### src/rtl/lcd_message_scheduler.sv
// rtl/lcd_message_scheduler.sv - priority scheduler for the two-line text LCD
//
// Purpose: grants the LCD to one of NREQ message requesters (bit 0 highest
// priority), holds the granted texts and cursor on the driver inputs for
// HOLD_TICKS tick strobes, then serves the next request. With no eligible
// request the default (idle) screen is shown. A requester is served once per
// assertion of its req; it must drop req before it is eligible again.
//
// Ports:
//   clk, rst          clock, synchronous active-high reset
//   tick              one-cycle timebase strobe (nominally 100 Hz)
//   req               level request per requester
//   req_line1/2       128-bit line texts per requester, first char in MSB byte
//   req_cursor        7-bit DDRAM cursor address per requester
//   default_line1/2   idle-screen texts
//   default_cursor    idle-screen cursor address
//   line1_text/2      registered texts to the LCD driver
//   ddram_address     registered cursor address to the LCD driver
//   refresh           one-cycle redraw strobe when presented content changes
//   grant             one-hot owner of the displayed message
//   done              one-cycle pulse when the owner's hold time expires
//   busy              high while loading or holding a message
//
// Build option: define LCD_MSG_PREEMPT_EN to let a higher-priority eligible
// requester interrupt a message in HOLD (restarting with a full hold time).

module lcd_message_scheduler #(
  parameter int NREQ       = 4,
  parameter int HOLD_TICKS = 200
) (
  input  logic                 clk,
  input  logic                 rst,
  input  logic                 tick,
  input  logic [NREQ-1:0]      req,
  input  logic [NREQ*128-1:0]  req_line1,
  input  logic [NREQ*128-1:0]  req_line2,
  input  logic [NREQ*7-1:0]    req_cursor,
  input  logic [127:0]         default_line1,
  input  logic [127:0]         default_line2,
  input  logic [6:0]           default_cursor,
  output logic [127:0]         line1_text,
  output logic [127:0]         line2_text,
  output logic [6:0]           ddram_address,
  output logic                 refresh,
  output logic [NREQ-1:0]      grant,
  output logic [NREQ-1:0]      done,
  output logic                 busy
);

  localparam int          SELW      = (NREQ > 1) ? $clog2(NREQ) : 1;
  localparam logic [15:0] HOLD_LAST = 16'(HOLD_TICKS - 1);
  localparam logic [127:0] BLANK    = {16{8'h20}};

  typedef enum logic [1:0] {S_IDLE, S_LOAD, S_HOLD, S_DONE} state_t;

  state_t            state_q, state_d;
  logic [SELW-1:0]   sel_q, sel_d;
  logic [15:0]       hold_cnt_q, hold_cnt_d;
  logic [NREQ-1:0]   served_q, served_d;
  logic [127:0]      line1_q, line1_d;
  logic [127:0]      line2_q, line2_d;
  logic [6:0]        addr_q, addr_d;
  logic              refresh_q, refresh_d;
  logic [NREQ-1:0]   grant_q, grant_d;
  logic [NREQ-1:0]   done_q, done_d;
  logic              busy_q, busy_d;

  logic [NREQ-1:0]   eligible;
  logic              first_valid;
  logic [SELW-1:0]   first_sel;
  logic              load_default;

  always_comb begin
    eligible    = req & ~served_q;

    // Lowest set index wins: scan downward so the last hit is the smallest.
    first_valid = 1'b0;
    first_sel   = '0;
    for (int i = NREQ - 1; i >= 0; i--) begin
      if (eligible[i]) begin
        first_valid = 1'b1;
        first_sel   = SELW'(i);
      end
    end

    state_d      = state_q;
    sel_d        = sel_q;
    hold_cnt_d   = hold_cnt_q;
    // Dropping req re-arms the requester for a later serve.
    served_d     = served_q & req;
    line1_d      = line1_q;
    line2_d      = line2_q;
    addr_d       = addr_q;
    refresh_d    = 1'b0;
    grant_d      = grant_q;
    done_d       = '0;
    load_default = 1'b0;

    case (state_q)
      S_IDLE: begin
        load_default = 1'b1;
        if (first_valid) begin
          sel_d   = first_sel;
          state_d = S_LOAD;
        end
      end
      S_LOAD: begin
        line1_d          = req_line1[128*sel_q +: 128];
        line2_d          = req_line2[128*sel_q +: 128];
        addr_d           = req_cursor[7*sel_q +: 7];
        grant_d          = '0;
        grant_d[sel_q]   = 1'b1;
        refresh_d        = 1'b1;
        hold_cnt_d       = '0;
        state_d          = S_HOLD;
      end
      S_HOLD: begin
        // Abort outranks both preemption and expiry.
        if (!req[sel_q]) begin
          grant_d      = '0;
          load_default = 1'b1;
          state_d      = S_IDLE;
        end
`ifdef LCD_MSG_PREEMPT_EN
        else if (first_valid && (first_sel < sel_q)) begin
          sel_d   = first_sel;
          state_d = S_LOAD;
        end
`endif
        else if (tick) begin
          if (hold_cnt_q == HOLD_LAST) begin
            done_d[sel_q]   = 1'b1;
            served_d[sel_q] = 1'b1;
            grant_d         = '0;
            state_d         = S_DONE;
          end else begin
            hold_cnt_d = hold_cnt_q + 16'd1;
          end
        end
      end
      S_DONE: begin
        // Default screen is restored on the edge leaving DONE.
        load_default = 1'b1;
        state_d      = S_IDLE;
      end
      default: state_d = S_IDLE;
    endcase

    if (load_default) begin
      line1_d   = default_line1;
      line2_d   = default_line2;
      addr_d    = default_cursor;
      refresh_d = (default_line1 != line1_q) || (default_line2 != line2_q) ||
                  (default_cursor != addr_q);
    end

    busy_d = (state_d == S_LOAD) || (state_d == S_HOLD);
  end

  always_ff @(posedge clk) begin
    if (rst) begin
      state_q    <= S_IDLE;
      sel_q      <= '0;
      hold_cnt_q <= '0;
      served_q   <= '0;
      line1_q    <= BLANK;
      line2_q    <= BLANK;
      addr_q     <= '0;
      refresh_q  <= 1'b0;
      grant_q    <= '0;
      done_q     <= '0;
      busy_q     <= 1'b0;
    end else begin
      state_q    <= state_d;
      sel_q      <= sel_d;
      hold_cnt_q <= hold_cnt_d;
      served_q   <= served_d;
      line1_q    <= line1_d;
      line2_q    <= line2_d;
      addr_q     <= addr_d;
      refresh_q  <= refresh_d;
      grant_q    <= grant_d;
      done_q     <= done_d;
      busy_q     <= busy_d;
    end
  end

  assign line1_text    = line1_q;
  assign line2_text    = line2_q;
  assign ddram_address = addr_q;
  assign refresh       = refresh_q;
  assign grant         = grant_q;
  assign done          = done_q;
  assign busy          = busy_q;

endmodule

### config.mk
export PLATFORM = sky130hd
export DESIGN_NAME = lcd_message_scheduler
export DESIGN_NICKNAME = d
export VERILOG_FILES = /design/src/rtl/lcd_message_scheduler.sv
export SDC_FILE = /design/constraint.sdc
export NUM_CORES = 1
export LEC_CHECK = 0
export ABC_AREA = 1
export CORE_AREA = 2 2 620 622
export CTS_CLUSTER_DIAMETER = 40
export DETAILED_ROUTE_END_ITERATION = 7
export DIE_AREA = 0 0 622 624
export SETUP_SLACK_MARGIN = 0.1
export SKIP_CTS_REPAIR_TIMING = 1
export SLEW_MARGIN = 20
export SYNTH_ARGS = -nofsm -noshare
export SYNTH_HDL_FRONTEND = slang
export SYNTH_SLANG_ARGS = --single-unit
### constraint.sdc
create_clock -name clk -period 2.39 [get_ports clk]
set_clock_uncertainty 0.05 [all_clocks]
set_input_delay 0.3585 -clock clk [delete_from_list [all_inputs] [get_ports clk]]
set_output_delay 0.3585 -clock clk [all_outputs]
set_load 0.05 [all_outputs]
Yosys cells after proc, flatten, opt, wreduce, memory -nomap -nowiden
Cells that the tools add are included.
- bits in registers: 297
- output and inout port bits: 273
- add/subtract/negate cells: 1
- multipliers: 1
- magnitude comparators: 2
- equal/unequal tests: 14
- shift-type cells: 3
- mux-type cells: 39
- bitwise operators: 8
- reductions and logical operators: 12
- operators with widths (cell ; number):
    indexed part select 512 x 10 -> 128 bit ; 2
    2-to-1 mux 128 bit ; 4
    inequality test 128 bit ; 2
    2-to-1 mux 16 bit ; 3
    case mux 16 bit (2 select lines) ; 1
    2-to-1 mux 4 bit ; 7
    indexed part select 28 x 6 -> 7 bit ; 1
    adder 16 x 1 -> 16 bit (second input constant) ; 1
    == test 16 x 8 -> 1 bit (second input constant) ; 1
    2-to-1 mux 2 bit ; 8
    2-to-1 mux 7 bit ; 2
    2-to-1 mux 1 bit ; 9
    AND 4 bit ; 2
    case mux 2 bit (4 select lines) ; 1
    case mux 4 bit (2 select lines) ; 1
    inequality test 7 bit ; 1
    == test 2 bit (second input constant) ; 3
    inequality test 2 bit (second input constant) ; 3
    inequality test 3 bit (second input constant) ; 2
    multiplier 3 x 2 -> 5 bit (first input constant) ; 1
    OR reduction 5 bit ; 1
    == test 2 x 1 -> 1 bit (second input constant) ; 2
    NOT 1 bit ; 4
    NOT 4 bit ; 1
    other kinds (14) ; 17

Depth between registers and ports, before layout
Gate-level depths: netlist of the first run.
- depth after elaboration: 10
- gate-level depth with buffers: 15
- depth with buffers taken out: 13

Least setup slack after synthesis of the first run
No wires, ideal clock.
- path type: reg2reg
- start: reg state_q[0]
- end: reg hold_cnt_q[7]
- arrival: 1.862 ns
- path slack: 0.408 ns
- stages on the path, launching flop included: 11
- path buffers: 2
- cells stage by stage: dfxtp_1 -> inv_1 -> ha_1 -> clkbuf_1 -> clkinv_1 -> nor2_4 -> nand3_1 -> o21ai_2 -> buf_2 -> nand2_1 -> a21oi_1
- longest elaborated chain between the ends: 3
- elaborated cells on any way between the ends: 8
- ends and longest elaborated chain (element ; RTL line ; RTL):
    from (decl) ; 56 ; state_t state_q, state_d;
    from (signal assigned) ; 174 ; state_q <= state_d;
    == test 2 bit / == test 2 x 1 -> 1 bit (equally long branches) ; 99 ; case (state_q)
    inequality test 2 bit (no line) / nonzero test 2 bit (equally long branches) ; - ;
    AND reduction 4 bit (no line) ; - ;
    to (signal assigned) ; 176 ; hold_cnt_q <= hold_cnt_d;
    to (decl) ; 58 ; logic [15:0] hold_cnt_q, hold_cnt_d;
Several ways; a longest one is shown, not always the timed one.
A chain may end at the register's enable or synchronous reset.

Final worst setup path of the first run
- start: reg line1_q[60] (netlist: line1_text[60])
- end: reg refresh_q (netlist: refresh)
- longest elaborated chain between the ends: 4
- ends and longest elaborated chain (element ; RTL line ; RTL):
    from (decl) ; 60 ; logic [127:0] line1_q, line1_d;
    from (signal assigned) ; 178 ; line1_q <= line1_d;
    inequality test 128 bit ; 153 ; refresh_d = (default_line1 != line1_q) || (default_line2 != line2_q) ||
    logical OR 1 bit (2 in a row) ; 153 ;
    2-to-1 mux 1 bit ; 149 ; if (load_default) begin
    to (signal assigned) ; 181 ; refresh_q <= refresh_d;
    to (decl) ; 63 ; logic refresh_q, refresh_d;
No other way between the ends.

==> impl_metrics.yaml, run 1 <==
status:
  status: "finished, violations left"
  violations: "setup timing"
yosys:
  synth-compound-area-share_pct: 13.6
  yosysSeqAreaShare_pct: 24.9
  synthSimpleGateAreaFrac_pct: 46.0
  syn_inst: 4401
  synth.most_common_cell: "nand2_1"
  synth_adder_area_share_pct: 0.262
  yosys.cell_types.count: 39
  synth_commonest_cells: "nand2_1 (2137), inv_1 (541), dfxtp_1 (297), nor2_1 (221), nand4_1 (213)"
  synth_xor_area_share_pct: 2.24
  synth_nets: 5728
  ys_seq_elements: 297
  syn_area_per_cell_sq_um: 5.42
  synthMuxAreaShare_pct: 0
  synth.area.top_cells: "nand2_1 (34%), dfxtp_1 (25%), inv_1 (8.5%)"
  synth_top_area_share_pct: 33.6
  synth_top_area_cell: "nand2_1"
  netlist_area_sq_um: 23800
  postSynth.asyncResetShare_pct: 0
  synthFlopType: "dfxtp_1"
  synth_edf_count: 0
  synth_top_family_by_area: "simple AND/OR/NAND/NOR gates"
  yosys_warnings: 0
final_layout:
  fin_nets: 7907
  fillers: 43600
  regArea_sq_um: 5960
  multiInputGateArea_sq_um: 16800
  area_delta_synth_final_pct: 154
  drive_gt1_share_pct: 21.4
timing:
  hold_violations: 0
  tns_ns: -0.370
  worstMarginPinSlew_ns: 0.780
  final.min_clock_period_ns: 2.58
  rsz0062_at_grt: "yes"
  setup_ws_ns: -0.186
  fmax_ghz: 0.388
  relSlewSlack_pct: 47.5
  setup_viol: 15
  slew_viol_final: 0
  holdWs_ns: 0.108
  fin_crit_sh_pct: 108
global_route:
  overflow: 0
  grt_start_max_net_pins: 89
  grt_pass1_wl_microns: 479000
  grt_use_total_pct: 19.7
  antenna_found_initial: 362
  grt_pass1_vias: 38800
power_and_ir_drop:
  power_frac_clock_pct: 36.4
  p_sw_mw: 17.2
  power.internal_mw: 23.7
  switching_share_pct: 42.1
  power_leakage_nw: 27.8
  power_mw: 40.9
  vdd_drop_max_mv: 0.600
  seqPwrFrac_pct: 15.5
  power_density_nw_per_um2: 674
  power_frac_comb_pct: 48.2
worst_hold_path:
  min_path_type: "input pin to flip-flop"
detailed_routing:
  dr_total_vias: 41600
  final_antenna_net_count: 0
  drt_iter0_markers: 3531
  dr.pass1.iters: 6
  routedWlPerCell_microns: 35.5
  route.detailed.drc: 0
  via_per_inst: 3.51
  wirelength_microns: 421000
placement:
  dp_hpwl_microns: 359000
  finalWeightedCongestion: 0.955
  pre_cts_ws_ns: -1.71
  io_buffers: 1594
clock_network:
  cts_buffers: 105
  clock_latency_ns: 0.89
  htreeDepth: 3
  clk_path_buf_depth: 4
  clk_pin_slew_ns: 0.05
  cts_sinks: 297
  cts_root_buf: "clkbuf_16"
  cts_tree: "built"
critical_path:
  required_ns: 2.98
  worst-r2r-setup-slack_ns: -0.19
  worstPathMaxFanout: 3
  worstPathArrival_ns: 3.17
  end_kind: "flip-flop"
  path_class: "flip-flop to flip-flop"
  cp-start-kind: "flip-flop"
floorplanning:
  boundaryPins: 1595
  die_width_microns: 622
  row_count: 227
  core-area_sq_um: 381000
  die_h_microns: 624
  start_util_pct: 6.26
  die_area_sq_um: 388000
run:
  max_cap_viol_count: 0
[worst paths after layout]
kind                 end  cells past startpoint           start
min reg2reg     grant[3]                      2        grant[3]
max              refresh                     10  line1_text[60]
max reg2reg      refresh                     10  line1_text[60]
min          served_q[3]                      2          req[3]
[area by class of cell]
type | count | share of cell area, %
clock buffers | 136 | 4.76
flip-flops and latches | 297 | 9.83
clock inverters | 47 | 1.25
repair buffers | 2305 | 41.9
multi-input cells | 3319 | 27.6
well taps | 5038 | 10.4
diodes | 146 | 0.603
inverters | 549 | 3.58
repair inverters | 3 | 0.0557
[registers in the layout, indices dropped and copies added (netlist names)]
name,cells
grant,4
ddram_address,7
hold_cnt_q,16
refresh,1
state_q,2
done,4
busy,1
line1_text,128
sel_q,2
line2_text,128
served_q,4
[per-layer routing]
layer	share of wire (%)	GRT usage [%]
met5	0.27	0
met4	5.6	8.42
met3	8.5	5.97
met2	49	35.4
met1	36	21.3
[through the flow]
step | util, % | area (sq um) | std cells
6_report | 15.9 | 60600 | 11800
4_1_cts | 14.4 | 55000 | 11500
3_5_place_dp | 13.5 | 51400 | 11400
2_1_floorplan | - | 23800 | 4401
3_3_place_gp | 13.5 | 51400 | 11400
5_1_grt | 15.9 | 60500 | 11800
[power groups by stage]
| stage | Combinational [mW] | Clock [mW] | Sequential [mW] |
|---|---|---|---|
| 2_1_floorplan | 4.03 | 0 | 8.21 |
| 3_3_place_gp | 17.4 | 0 | 6.33 |
| 3_5_place_dp | 17.3 | 0 | 6.34 |
| 4_1_cts | 17.4 | 15.2 | 6.26 |
| 5_1_grt | 20.6 | 15.3 | 6.38 |
| 6_report | 19.7 | 14.9 | 6.32 |
[critical path: stages, from the launching register on]
cell and delay [ns]:
dfxtp_1 0.42, xnor2_4 0.38, nand2_1 0.18, nor3_4 0.27, nand2_1 0.27, nor2_1 0.16, nand2_1 0.10, nor2_4 0.26
nand3_2 0.12, nand2_2 0.09, inv_2 0.04
[layout by cell type, fill, tap and decap left out, drive strengths merged, types with 56 or more instances in the layout]
cell,netlist,layout
a21oi,68,68
nand2,2139,2139
nand4,213,213
diode,0,146
o21ai,243,243
clkdlybuf4s50,0,1320
nand3,125,125
dfxtp,297,297
a22oi,56,56
o211ai,95,95
dlymetal6s2s,0,145
buf,75,800
clkbuf,161,176
nor2,225,225
inv,547,549
[cells by family after synthesis]
family / after synthesis
and+or+nand+nor: 2720
adders and majority gates: 5
AOI/OAI and AO/OA: 533
DFF: 297
xor gates and xnor gates: 61
buffers and inverters: 785
No activity file was read; power rests on OpenSTA's default activity.
==> run 2, diff against run 1 <==
--- a/config.mk
+++ b/config.mk
@@ -6,10 +6,10 @@
 export NUM_CORES = 1
 export LEC_CHECK = 0
 export ABC_AREA = 1
-export CORE_AREA = 2 2 620 622
+export CORE_AREA = 2 2 613 615
 export CTS_CLUSTER_DIAMETER = 40
 export DETAILED_ROUTE_END_ITERATION = 7
-export DIE_AREA = 0 0 622 624
+export DIE_AREA = 0 0 615 617
 export SETUP_SLACK_MARGIN = 0.1
 export SKIP_CTS_REPAIR_TIMING = 1
 export SLEW_MARGIN = 20
==> impl_metrics.yaml, run 2 (synthesis gave the netlist of run 1 again) <==
status:
  status: "finished, violations left"
  violations: "setup timing"
power_and_ir_drop:
  switching_share_pct: 42.8
  p_sw_mw: 17.4
  power_mw: 40.6
  power_density_nw_per_um2: 677
  power_frac_comb_pct: 47.9
  vdd_drop_max_mv: 0.437
  seqPwrFrac_pct: 15.8
  power_leakage_nw: 27.5
  power_frac_clock_pct: 36.4
  power.internal_mw: 23.3
detailed_routing:
  top_layer: "met5"
  routedWlPerCell_microns: 35.6
  final_antenna_net_count: 0
  dr_wl_met2_microns: 205000
  via_per_inst: 3.56
  route.met3.wl_microns: 39200
  dr_total_vias: 41900
  route.detailed.drc: 0
  m1WireLength_microns: 148000
  dr.pass1.iters: 7
  wirelength_microns: 419000
  drt_iter0_markers: 3989
final_layout:
  final_common_cell: "nand2_1"
  area_delta_synth_final_pct: 152
  final_cell_mix: "nand2_1 (1943), clkdlybuf4s50_1 (1321), inv_1 (534)"
  fin_cells: 11800
  drive_gt1_share_pct: 21.4
  stdcell_area_sq_um: 60000
  fin_nets: 7884
  fillers: 42700
floorplanning:
  die_width_microns: 615
  die_area_sq_um: 379000
  die_h_microns: 617
  core-area_sq_um: 374000
  boundaryPins: 1595
  row_count: 225
  start_util_pct: 6.38
timing:
  relSlewSlack_pct: 26.1
  tns_ns: -17.29
  hold_violations: 0
  fmax_ghz: 0.381
  final.min_clock_period_ns: 2.62
  fin_crit_sh_pct: 110
  rsz0062_at_grt: "yes"
  slew_viol_final: 0
  setup_ws_ns: -0.233
  worstMarginPinSlew_ns: 1.10
  setup_viol: 221
critical_path:
  worst-r2r-setup-slack_ns: -0.23
  cp-start-kind: "flip-flop"
  required_ns: 2.97
  max_stage_delay_ns: 0.38
  worstPathArrival_ns: 3.20
  end_kind: "flip-flop"
  critical_path.top_delay_family: "buffers and inverters"
  slowest_stage: "dfxtp_4"
  worstPathMaxFanout: 7
  path_class: "flip-flop to flip-flop"
  cp_cell_sequence: "buf_6 > nor2_4 > buf_12 > inv_2 > o22ai_4 > nor2_4 > nand2_2 > nand2_4 > nor2_8 > buf_6 > buf_12 > clkinv_16 > buf_16 > nand2_4 > buf_12 > o22ai_2"
  cpMostUsedCell: "buf_12"
  path_buf_inv: 8
placement:
  finalWeightedCongestion: 0.941
  io_buffers: 1594
  dp_hpwl_microns: 360000
  placed_cell_area_sq_um: 50600
  dp_cells: 11300
global_route:
  grt_pass1_wl_microns: 477000
  overflow: 0
  antenna_found_initial: 365
  grt_use_total_pct: 20.1
  grt_start_max_net_pins: 69
  grt_pass1_vias: 38000
clock_network:
  htreeDepth: 3
  clk_path_buf_depth: 4
  cts_root_buf: "clkbuf_16"
  cts_buffers: 106
  cts_sinks: 297
  clock_latency_ns: 0.87
  cts_tree: "built"
  clk_pin_slew_ns: 0.05
worst_hold_path:
  min_path_type: "input pin to flip-flop"
run:
  max_cap_viol_count: 0
run 2: layout make-up:
class | count | area [sq um] | area share, %
Tap cell | 4994 | 6250 | 10.4
Antenna cell | 148 | 370 | 0.617
Timing Repair Buffer | 2284 | 24800 | 41.4
Clock inverter | 55 | 693 | 1.15
Inverter | 549 | 2170 | 3.61
Clock buffer | 136 | 3000 | 4.99
Sequential cell | 297 | 5960 | 9.92
Multi-Input combinational cell | 3319 | 16800 | 27.9
run 2: path summary, 6_finish.rpt:
kind	start	to	cells after the start
min reg2reg	grant[2]	grant[2]	2
min	default_line1[85]	line1_text[85]	3
max reg2reg	sel_q[1]	line1_text[99]	16
max	sel_q[1]	line1_text[99]	16
run 2: worst register-to-register path: cells and delay by family (launching register included):
| kind | cells | cell delay, ns |
|---|---|---|
| buf+inv | 8 | 0.98 |
| simple gates | 6 | 0.74 |
| flops | 1 | 0.38 |
| compound gates | 2 | 0.23 |
run 2: power by group through the flow:
stage | Combinational, mW | Sequential, mW | Clock [mW]
CTS | 17.1 | 6.30 | 15.0
detailed placement | 17.1 | 6.38 | 0
global placement | 17.1 | 6.37 | 0
global route | 20.3 | 6.47 | 15.2
floorplan | 4.03 | 8.21 | 0
finish | 19.4 | 6.41 | 14.8
run 2: stage by stage:
stage / hold slack (ns) / util, % / setup slack, ns
4_1_cts: -0.218 / 14.5 / -0.672
3_3_place_gp: 0.414 / 13.5 / -1.65
2_1_floorplan: 0.404 / - / 0.408
6_report: 0.0969 / 16.1 / -0.233
5_1_grt: 0.0589 / 16.0 / -0.312
3_5_place_dp: 0.413 / 13.6 / -1.27
run 2: metal layers:
layer,vias up,GRT usage (%)
li1,18500,-
met1,19600,21.3
met2,2664,35.3
met3,933,7.14
met4,184,9.69
met5,-,0.0126
